File: src/rtl/dtcore32_scoreboard_hazard_unit_if.sv
// Hazard unit bundle: pipeline-side inputs, stall/flush/forward outputs.
// master = pipeline control, slave = hazard unit.
interface dtcore32_scoreboard_hazard_unit_if #(
  parameter int NUM_FWD_STAGES = 4,
  parameter int LAT_W          = 3,
  parameter int FSEL_W         = $clog2(NUM_FWD_STAGES + 1)
);
  logic                          ID_valid_i;
  logic [4:0]                    ID_rs1_addr_i;
  logic [4:0]                    ID_rs2_addr_i;
  logic [4:0]                    ID_rd_addr_i;
  logic [LAT_W-1:0]              ID_lat_i;
  logic                          ID_issue_i;
  logic [4:0]                    EX_rs1_addr_i;
  logic [4:0]                    EX_rs2_addr_i;
  logic [5*NUM_FWD_STAGES-1:0]   FWD_rd_addr_i;
  logic [NUM_FWD_STAGES-1:0]     FWD_valid_i;
  logic                          EX_pc_src_i;
  logic [NUM_FWD_STAGES+1:0]     trap_valid_i;
  logic [FSEL_W-1:0]             EX_forward_a_o;
  logic [FSEL_W-1:0]             EX_forward_b_o;
  logic [NUM_FWD_STAGES+1:0]     flush_o;
  logic                          IF_stall_o;
  logic                          ID_stall_o;
  logic [31:0]                   stall_cycles_o;

  modport master (
    output ID_valid_i, ID_rs1_addr_i, ID_rs2_addr_i,
    output ID_rd_addr_i, ID_lat_i, ID_issue_i,
    output EX_rs1_addr_i, EX_rs2_addr_i,
    output FWD_rd_addr_i, FWD_valid_i,
    output EX_pc_src_i, trap_valid_i,
    input  EX_forward_a_o, EX_forward_b_o, flush_o,
    input  IF_stall_o, ID_stall_o, stall_cycles_o
  );

  modport slave (
    input  ID_valid_i, ID_rs1_addr_i, ID_rs2_addr_i,
    input  ID_rd_addr_i, ID_lat_i, ID_issue_i,
    input  EX_rs1_addr_i, EX_rs2_addr_i,
    input  FWD_rd_addr_i, FWD_valid_i,
    input  EX_pc_src_i, trap_valid_i,
    output EX_forward_a_o, EX_forward_b_o, flush_o,
    output IF_stall_o, ID_stall_o, stall_cycles_o
  );
endinterface

File: src/rtl/dtcore32_scoreboard_hazard_unit.sv
// Latency-scoreboard hazard unit: stalls, N-stage forwarding, flush vector.
// Optional stall counter under DTCORE32_HAZARD_PERF_EN.
module dtcore32_scoreboard_hazard_unit #(
  parameter int NUM_FWD_STAGES = 4,
  parameter int MAX_LAT        = 4,
  parameter int LAT_W          = 3,
  parameter int FSEL_W         = $clog2(NUM_FWD_STAGES + 1)
) (
  input  logic clk_i,
  input  logic rst_i,
  dtcore32_scoreboard_hazard_unit_if.slave hz
);

  localparam int NS = NUM_FWD_STAGES + 2;

  logic [31:0][LAT_W-1:0] cnt_q;
  logic                   trap_any;
  logic                   rs1_busy;
  logic                   rs2_busy;
  logic                   stall;
  logic                   set_en;
  logic [LAT_W-1:0]       lat_sat;
  logic [FSEL_W-1:0]      fwd_a;
  logic [FSEL_W-1:0]      fwd_b;
  logic [NS-1:0]          flush;

  assign trap_any = |hz.trap_valid_i;

  // Out-of-range latencies are clamped rather than trusted.
  assign lat_sat = (hz.ID_lat_i > LAT_W'(MAX_LAT))
                 ? LAT_W'(MAX_LAT) : hz.ID_lat_i;

  assign rs1_busy = (hz.ID_rs1_addr_i != 5'd0)
                  & (cnt_q[hz.ID_rs1_addr_i] != '0);
  assign rs2_busy = (hz.ID_rs2_addr_i != 5'd0)
                  & (cnt_q[hz.ID_rs2_addr_i] != '0);
  assign stall    = hz.ID_valid_i & (rs1_busy | rs2_busy);

  assign set_en = hz.ID_issue_i & ~stall & ~hz.EX_pc_src_i
                & ~trap_any & (hz.ID_rd_addr_i != 5'd0)
                & (lat_sat != '0);

  always_ff @(posedge clk_i or posedge rst_i) begin
    if (rst_i) begin
      cnt_q <= '0;
    end else begin
      for (int r = 0; r < 32; r++) begin
        if (r == 0 || trap_any)
          cnt_q[r] <= '0;
        else if (set_en && hz.ID_rd_addr_i == 5'(r))
          cnt_q[r] <= lat_sat;
        else if (cnt_q[r] != '0)
          cnt_q[r] <= cnt_q[r] - LAT_W'(1);
      end
    end
  end

  // Walk oldest to youngest so the youngest match wins.
  always_comb begin
    fwd_a = '0;
    fwd_b = '0;
    for (int k = NUM_FWD_STAGES - 1; k >= 0; k--) begin
      if (hz.FWD_valid_i[k]
          && hz.FWD_rd_addr_i[5*k +: 5] == hz.EX_rs1_addr_i)
        fwd_a = FSEL_W'(k + 1);
      if (hz.FWD_valid_i[k]
          && hz.FWD_rd_addr_i[5*k +: 5] == hz.EX_rs2_addr_i)
        fwd_b = FSEL_W'(k + 1);
    end
    if (hz.EX_rs1_addr_i == 5'd0) fwd_a = '0;
    if (hz.EX_rs2_addr_i == 5'd0) fwd_b = '0;
  end

  always_comb begin
    logic acc;
    acc   = 1'b0;
    flush = '0;
    for (int j = NS - 1; j >= 1; j--) begin
      acc      = acc | hz.trap_valid_i[j];
      flush[j] = acc;
    end
    flush[1] = flush[1] | hz.EX_pc_src_i;
    // A stalled ID instruction is not yet the trapping one.
    flush[0] = (hz.trap_valid_i[0] & ~stall)
             | acc | hz.EX_pc_src_i;
  end

  assign hz.EX_forward_a_o = fwd_a;
  assign hz.EX_forward_b_o = fwd_b;
  assign hz.flush_o        = flush;
  assign hz.IF_stall_o     = stall;
  assign hz.ID_stall_o     = stall;

`ifdef DTCORE32_HAZARD_PERF_EN
  logic [31:0] stall_cnt_q;

  always_ff @(posedge clk_i or posedge rst_i) begin
    if (rst_i)
      stall_cnt_q <= '0;
    else if (stall)
      stall_cnt_q <= stall_cnt_q + 32'd1;
  end

  assign hz.stall_cycles_o = stall_cnt_q;
`else
  assign hz.stall_cycles_o = '0;
`endif

endmodule

File: src/flat_wrapper.sv
// flat-port wrapper written by rule: the top's interface ports become plain ports
module dtcore32_scoreboard_hazard_unit_flat 
#(
  parameter int NUM_FWD_STAGES = 4,
  parameter int MAX_LAT        = 4,
  parameter int LAT_W          = 3,
  parameter int FSEL_W         = $clog2(NUM_FWD_STAGES + 1)
)
  (clk_i, rst_i, hz_ID_valid_i, hz_ID_rs1_addr_i, hz_ID_rs2_addr_i, hz_ID_rd_addr_i, hz_ID_lat_i, hz_ID_issue_i, hz_EX_rs1_addr_i, hz_EX_rs2_addr_i, hz_FWD_rd_addr_i, hz_FWD_valid_i, hz_EX_pc_src_i, hz_trap_valid_i, hz_EX_forward_a_o, hz_EX_forward_b_o, hz_flush_o, hz_IF_stall_o, hz_ID_stall_o, hz_stall_cycles_o);
  dtcore32_scoreboard_hazard_unit_if #(.NUM_FWD_STAGES(NUM_FWD_STAGES), .LAT_W(LAT_W), .FSEL_W(FSEL_W)) hz_i ();
  input  logic clk_i;
  input  logic rst_i;
  input wire logic [$bits(hz_i.ID_valid_i)-1:0] hz_ID_valid_i;
  input wire logic [$bits(hz_i.ID_rs1_addr_i)-1:0] hz_ID_rs1_addr_i;
  input wire logic [$bits(hz_i.ID_rs2_addr_i)-1:0] hz_ID_rs2_addr_i;
  input wire logic [$bits(hz_i.ID_rd_addr_i)-1:0] hz_ID_rd_addr_i;
  input wire logic [$bits(hz_i.ID_lat_i)-1:0] hz_ID_lat_i;
  input wire logic [$bits(hz_i.ID_issue_i)-1:0] hz_ID_issue_i;
  input wire logic [$bits(hz_i.EX_rs1_addr_i)-1:0] hz_EX_rs1_addr_i;
  input wire logic [$bits(hz_i.EX_rs2_addr_i)-1:0] hz_EX_rs2_addr_i;
  input wire logic [$bits(hz_i.FWD_rd_addr_i)-1:0] hz_FWD_rd_addr_i;
  input wire logic [$bits(hz_i.FWD_valid_i)-1:0] hz_FWD_valid_i;
  input wire logic [$bits(hz_i.EX_pc_src_i)-1:0] hz_EX_pc_src_i;
  input wire logic [$bits(hz_i.trap_valid_i)-1:0] hz_trap_valid_i;
  output wire logic [$bits(hz_i.EX_forward_a_o)-1:0] hz_EX_forward_a_o;
  output wire logic [$bits(hz_i.EX_forward_b_o)-1:0] hz_EX_forward_b_o;
  output wire logic [$bits(hz_i.flush_o)-1:0] hz_flush_o;
  output wire logic [$bits(hz_i.IF_stall_o)-1:0] hz_IF_stall_o;
  output wire logic [$bits(hz_i.ID_stall_o)-1:0] hz_ID_stall_o;
  output wire logic [$bits(hz_i.stall_cycles_o)-1:0] hz_stall_cycles_o;
  assign hz_i.ID_valid_i = hz_ID_valid_i;
  assign hz_i.ID_rs1_addr_i = hz_ID_rs1_addr_i;
  assign hz_i.ID_rs2_addr_i = hz_ID_rs2_addr_i;
  assign hz_i.ID_rd_addr_i = hz_ID_rd_addr_i;
  assign hz_i.ID_lat_i = hz_ID_lat_i;
  assign hz_i.ID_issue_i = hz_ID_issue_i;
  assign hz_i.EX_rs1_addr_i = hz_EX_rs1_addr_i;
  assign hz_i.EX_rs2_addr_i = hz_EX_rs2_addr_i;
  assign hz_i.FWD_rd_addr_i = hz_FWD_rd_addr_i;
  assign hz_i.FWD_valid_i = hz_FWD_valid_i;
  assign hz_i.EX_pc_src_i = hz_EX_pc_src_i;
  assign hz_i.trap_valid_i = hz_trap_valid_i;
  assign hz_EX_forward_a_o = hz_i.EX_forward_a_o;
  assign hz_EX_forward_b_o = hz_i.EX_forward_b_o;
  assign hz_flush_o = hz_i.flush_o;
  assign hz_IF_stall_o = hz_i.IF_stall_o;
  assign hz_ID_stall_o = hz_i.ID_stall_o;
  assign hz_stall_cycles_o = hz_i.stall_cycles_o;
  dtcore32_scoreboard_hazard_unit #(.NUM_FWD_STAGES(NUM_FWD_STAGES), .MAX_LAT(MAX_LAT), .LAT_W(LAT_W), .FSEL_W(FSEL_W)) u_core (.clk_i(clk_i), .rst_i(rst_i), .hz(hz_i));
endmodule
File: config.mk
export PLATFORM = sky130hd
export DESIGN_NAME = dtcore32_scoreboard_hazard_unit_flat
export DESIGN_NICKNAME = d
export VERILOG_FILES = /design/src/rtl/dtcore32_scoreboard_hazard_unit_if.sv /design/src/rtl/dtcore32_scoreboard_hazard_unit.sv /design/src/flat_wrapper.sv
export SDC_FILE = /design/constraint.sdc
export NUM_CORES = 1
export LEC_CHECK = 0
export CORE_MARGIN = 5
export CORE_UTILIZATION = 45
export CTS_BUF_LIST = sky130_fd_sc_hd__clkbuf_16
export CTS_CLUSTER_DIAMETER = 40
export CTS_CLUSTER_SIZE = 40
export DETAILED_ROUTE_END_ITERATION = 16
export GPL_TIMING_DRIVEN = 0
export PLACE_DENSITY = 0.73
export RECOVER_POWER = 25
export SYNTH_ARGS = -nofsm -noshare
export SYNTH_HDL_FRONTEND = slang
export SYNTH_SLANG_ARGS = --single-unit
export TNS_END_PERCENT = 100
File: constraint.sdc
create_clock -name clk_i -period 3.22 [get_ports clk_i]
set_clock_uncertainty 0.1 [all_clocks]
set_input_delay 0.483 -clock clk_i [delete_from_list [all_inputs] [get_ports clk_i]]
set_output_delay 0.483 -clock clk_i [all_outputs]
set_load 0.02 [all_outputs]
==> out/qor.txt <==
Overall Global Routing Usage - 20.8%
proportion of layout cells with a drive suffix above 1 - 13.2%
Post-Route WL - 21,700 um
worst relative slew slack - -30.8%
Mapped Area - 8090 sq um
top cell type's share of synthesized area - 28.8%
largest register by flop count - u_core.cnt_q
run status - finished with violations
die width - 144 um
post-synth top area cell - dfrtp_1
Routed Antenna Nets - 0
Hold Violations, Final - 0
level count of the clock H-tree - 3
Synth async-reset ratio - 100%
first-pass GRT wire length - 34,000 um
worst path arrival time - 2.67 ns
vias in the first global route - 6,667
Core Region - 17,800 sq um
commonest non-fill, non-tap cell in the layout - nand2_1
maximum vdd drop - 0.233 mV
RSZ-0062 raised after global routing - yes
Worst-path clk slew - 0.07 ns
Die Y - 144 um
yosys synthesis warning count - 0
Sink Count - 93
Pwr Density - 274 nW/um^2
fillcell total - 1,604
DP Area - 9160 sq um
CTS buffer count - 9
WL per Instance - 16.6 um
final worst-path cycle share - 101%
GRT overflow - 0
hpwl dp - 16,200 um
flops & latches, synth - 93
Worst Hold Path Cells - 3
IO buf count - 63
max FFs per register - 93
design area - 9670 sq um
Crit-path slowest cell - or4_1
pin count of the biggest net entering global routing - 48
drt initial violations - 534
Max Cap Viol - 1
detailed-route via count - 6,967
Worst Max-Slew Pin Slew - 1.96 ns
Overall Power - 2.65 mW
Tightest Hold Check Type - reg -> reg
Worst R2R Path Depth - 9
number of synthesized flops with an enable pin - 0
antenna violations before repair - 0
root buf cell - clkbuf_16
Area contributors post-synth - dfrtp_1 (29%), mux2i_1 (12%), ha_1 (9.6%)
layout net count - 1,199
# IOs - 109
ant diodes - 0
DRT Pass-1 Iters - 5
DIE AREA - 20,800 sq um
static leakage - 4.46 nW
synthesized instance count - 956
fin. max-slew vios - 47
Largest stage delay, worst path - 0.49 ns
worst setup margin - -0.0303 ns
failing checks - capacitance limit, slew limit, setup timing
worst-path fanout max - 6
worst-path cell chain - nor3_4, o32ai_1, or4_1, or3_4, nand4b_4, buf_12, nand2_1, buf_4, buf_2
leading cell types in the layout, fill and taps excluded - nand2_1 (171), inv_1 (98), mux2i_1 (96), dfrtp_1 (92), o21ai_0 (63)
Mean Syn Cell Area - 8.47 sq um
Syn-to-layout area delta - 19.5%
Largest regs - u_core.cnt_q x93
distinct cell type count after synthesis - 56
Vias/cell - 5.33
sequential element share of the synthesized area - 28.8%
clock tree buffer depth - 2
GP Congestion - 0.944
Rows - 49
Peak Freq - 0.308 GHz
DRC errors left - 0
TritonCTS clock tree - built
prevailing post-synth register cell - dfrtp_1
Setup violations, final - 1
CP endpoint kind - output port
startpoint type of the worst setup path - flip-flop
Period minus WS final - 3.25 ns
Required @ worst endpoint - 2.64 ns
type of the worst setup path - reg -> out
Starting Density - 45.4%
Clock Latency Late Sink - 0.35 ns
## metal layers
metal | up-vias | global-route usage (%) | wire length [um]
li1 | 3428 | - | -
met4 | 0 | 7.04 | 539
met5 | - | 0 | 0
met3 | 42 | 4.27 | 1620
met2 | 228 | 34.7 | 10400
met1 | 3269 | 26.8 | 9130
## cell usage after synthesis (all sizes together) (3+ instances only)
cell,count
nand2,171
inv,97
mux2i,96
dfrtp,93
o21ai,63
ha,62
buf,47
nor3,46
xnor2,39
clkbuf,37
nand3,36
xor2,32
nor4,25
a211oi,13
nor2,11
a21oi,10
nand2b,7
or4,6
and3,5
or2,5
a2111oi,4
nand3b,4
or3,4
nor3b,3
o22ai,3
o32ai,3
o41ai,3
## cells by family after synthesis
logic type / Yosys count / synth area share, %
buf+inv: 181 / 10.6
xor+xnor: 71 / 7.68
other cells: 1 / 0.0463
fa+ha+maj: 62 / 9.58
mux: 97 / 12.0
simple gates: 338 / 22.6
compound gates: 113 / 8.70
flops: 93 / 28.8
## report_power, final
group | internal (mW) | total, mW | switching [mW]
registers | 1.17 | 1.17 | 0.00000111
logic | 0.188 | 0.432 | 0.244
clock network | 0.591 | 1.05 | 0.463
total | 1.95 | 2.65 | 0.707
## final cells by class
type                            instances  area (sq um)  area share [%]
Multi-Input combinational cell        713          5140            53.1
Sequential cell                        93          2330            24.1
Timing Repair Buffer                   76           742            7.67
Buffer                                 84           528            5.46
Inverter                               97           364            3.76
Tap cell                              229           287            2.96
Clock buffer                            9           225            2.33
Clock inverter                          7          57.6           0.595
## path summary, 6_finish.rpt
kind                                              startpoint                            to  slack, ns
worst max-delay path             u_core.cnt_q[6]$_DFFE_PP0P_                 hz_IF_stall_o      -0.03
worst max register to register   u_core.cnt_q[6]$_DFFE_PP0P_   u_core.cnt_q[6]$_DFFE_PP0P_       0.42
worst min-delay path            u_core.cnt_q[60]$_DFFE_PP0P_  u_core.cnt_q[60]$_DFFE_PP0P_       0.50
max in group asynchronous                              rst_i  u_core.cnt_q[13]$_DFFE_PP0P_       0.77
worst min register to register  u_core.cnt_q[60]$_DFFE_PP0P_  u_core.cnt_q[60]$_DFFE_PP0P_       0.50
min in group asynchronous                              rst_i  u_core.cnt_q[53]$_DFFE_PP0P_       1.12
## per-stage QoR
stage / instances / setup TNS (ns) / hold WS (ns) / setup WS (ns) / util, %
after floorplan: 987 / 0 / 0.458 / 0.192 / -
after global placement: 1279 / -131.78 / 0.483 / -1.36 / 51.2
after detailed placement: 1280 / -7.89 / 0.478 / -0.902 / 51.3
after CTS: 1302 / -0.0551 / 0.496 / -0.0551 / 53.6
after global routing: 1308 / -0.171 / 0.539 / -0.129 / 54.2
final: 1308 / -0.0303 / 0.499 / -0.0303 / 54.2
## repair_timing
item,4_1_cts,5_1_grt
buffers inserted,5,6
pin swaps,1,5
hold buffers,0,0
cloned,1,0
resized for setup,38,27
setup endpoints to repair,3,6
## worst max-delay path, delay by kind of cell (launching register included)
kind / cells / cell delay [ns]
buf+inv: 3 / 0.42
simple gates: 5 / 1.35
flops: 1 / 0.43
compound gates: 1 / 0.11
Power figures use the tool's default switching activity.
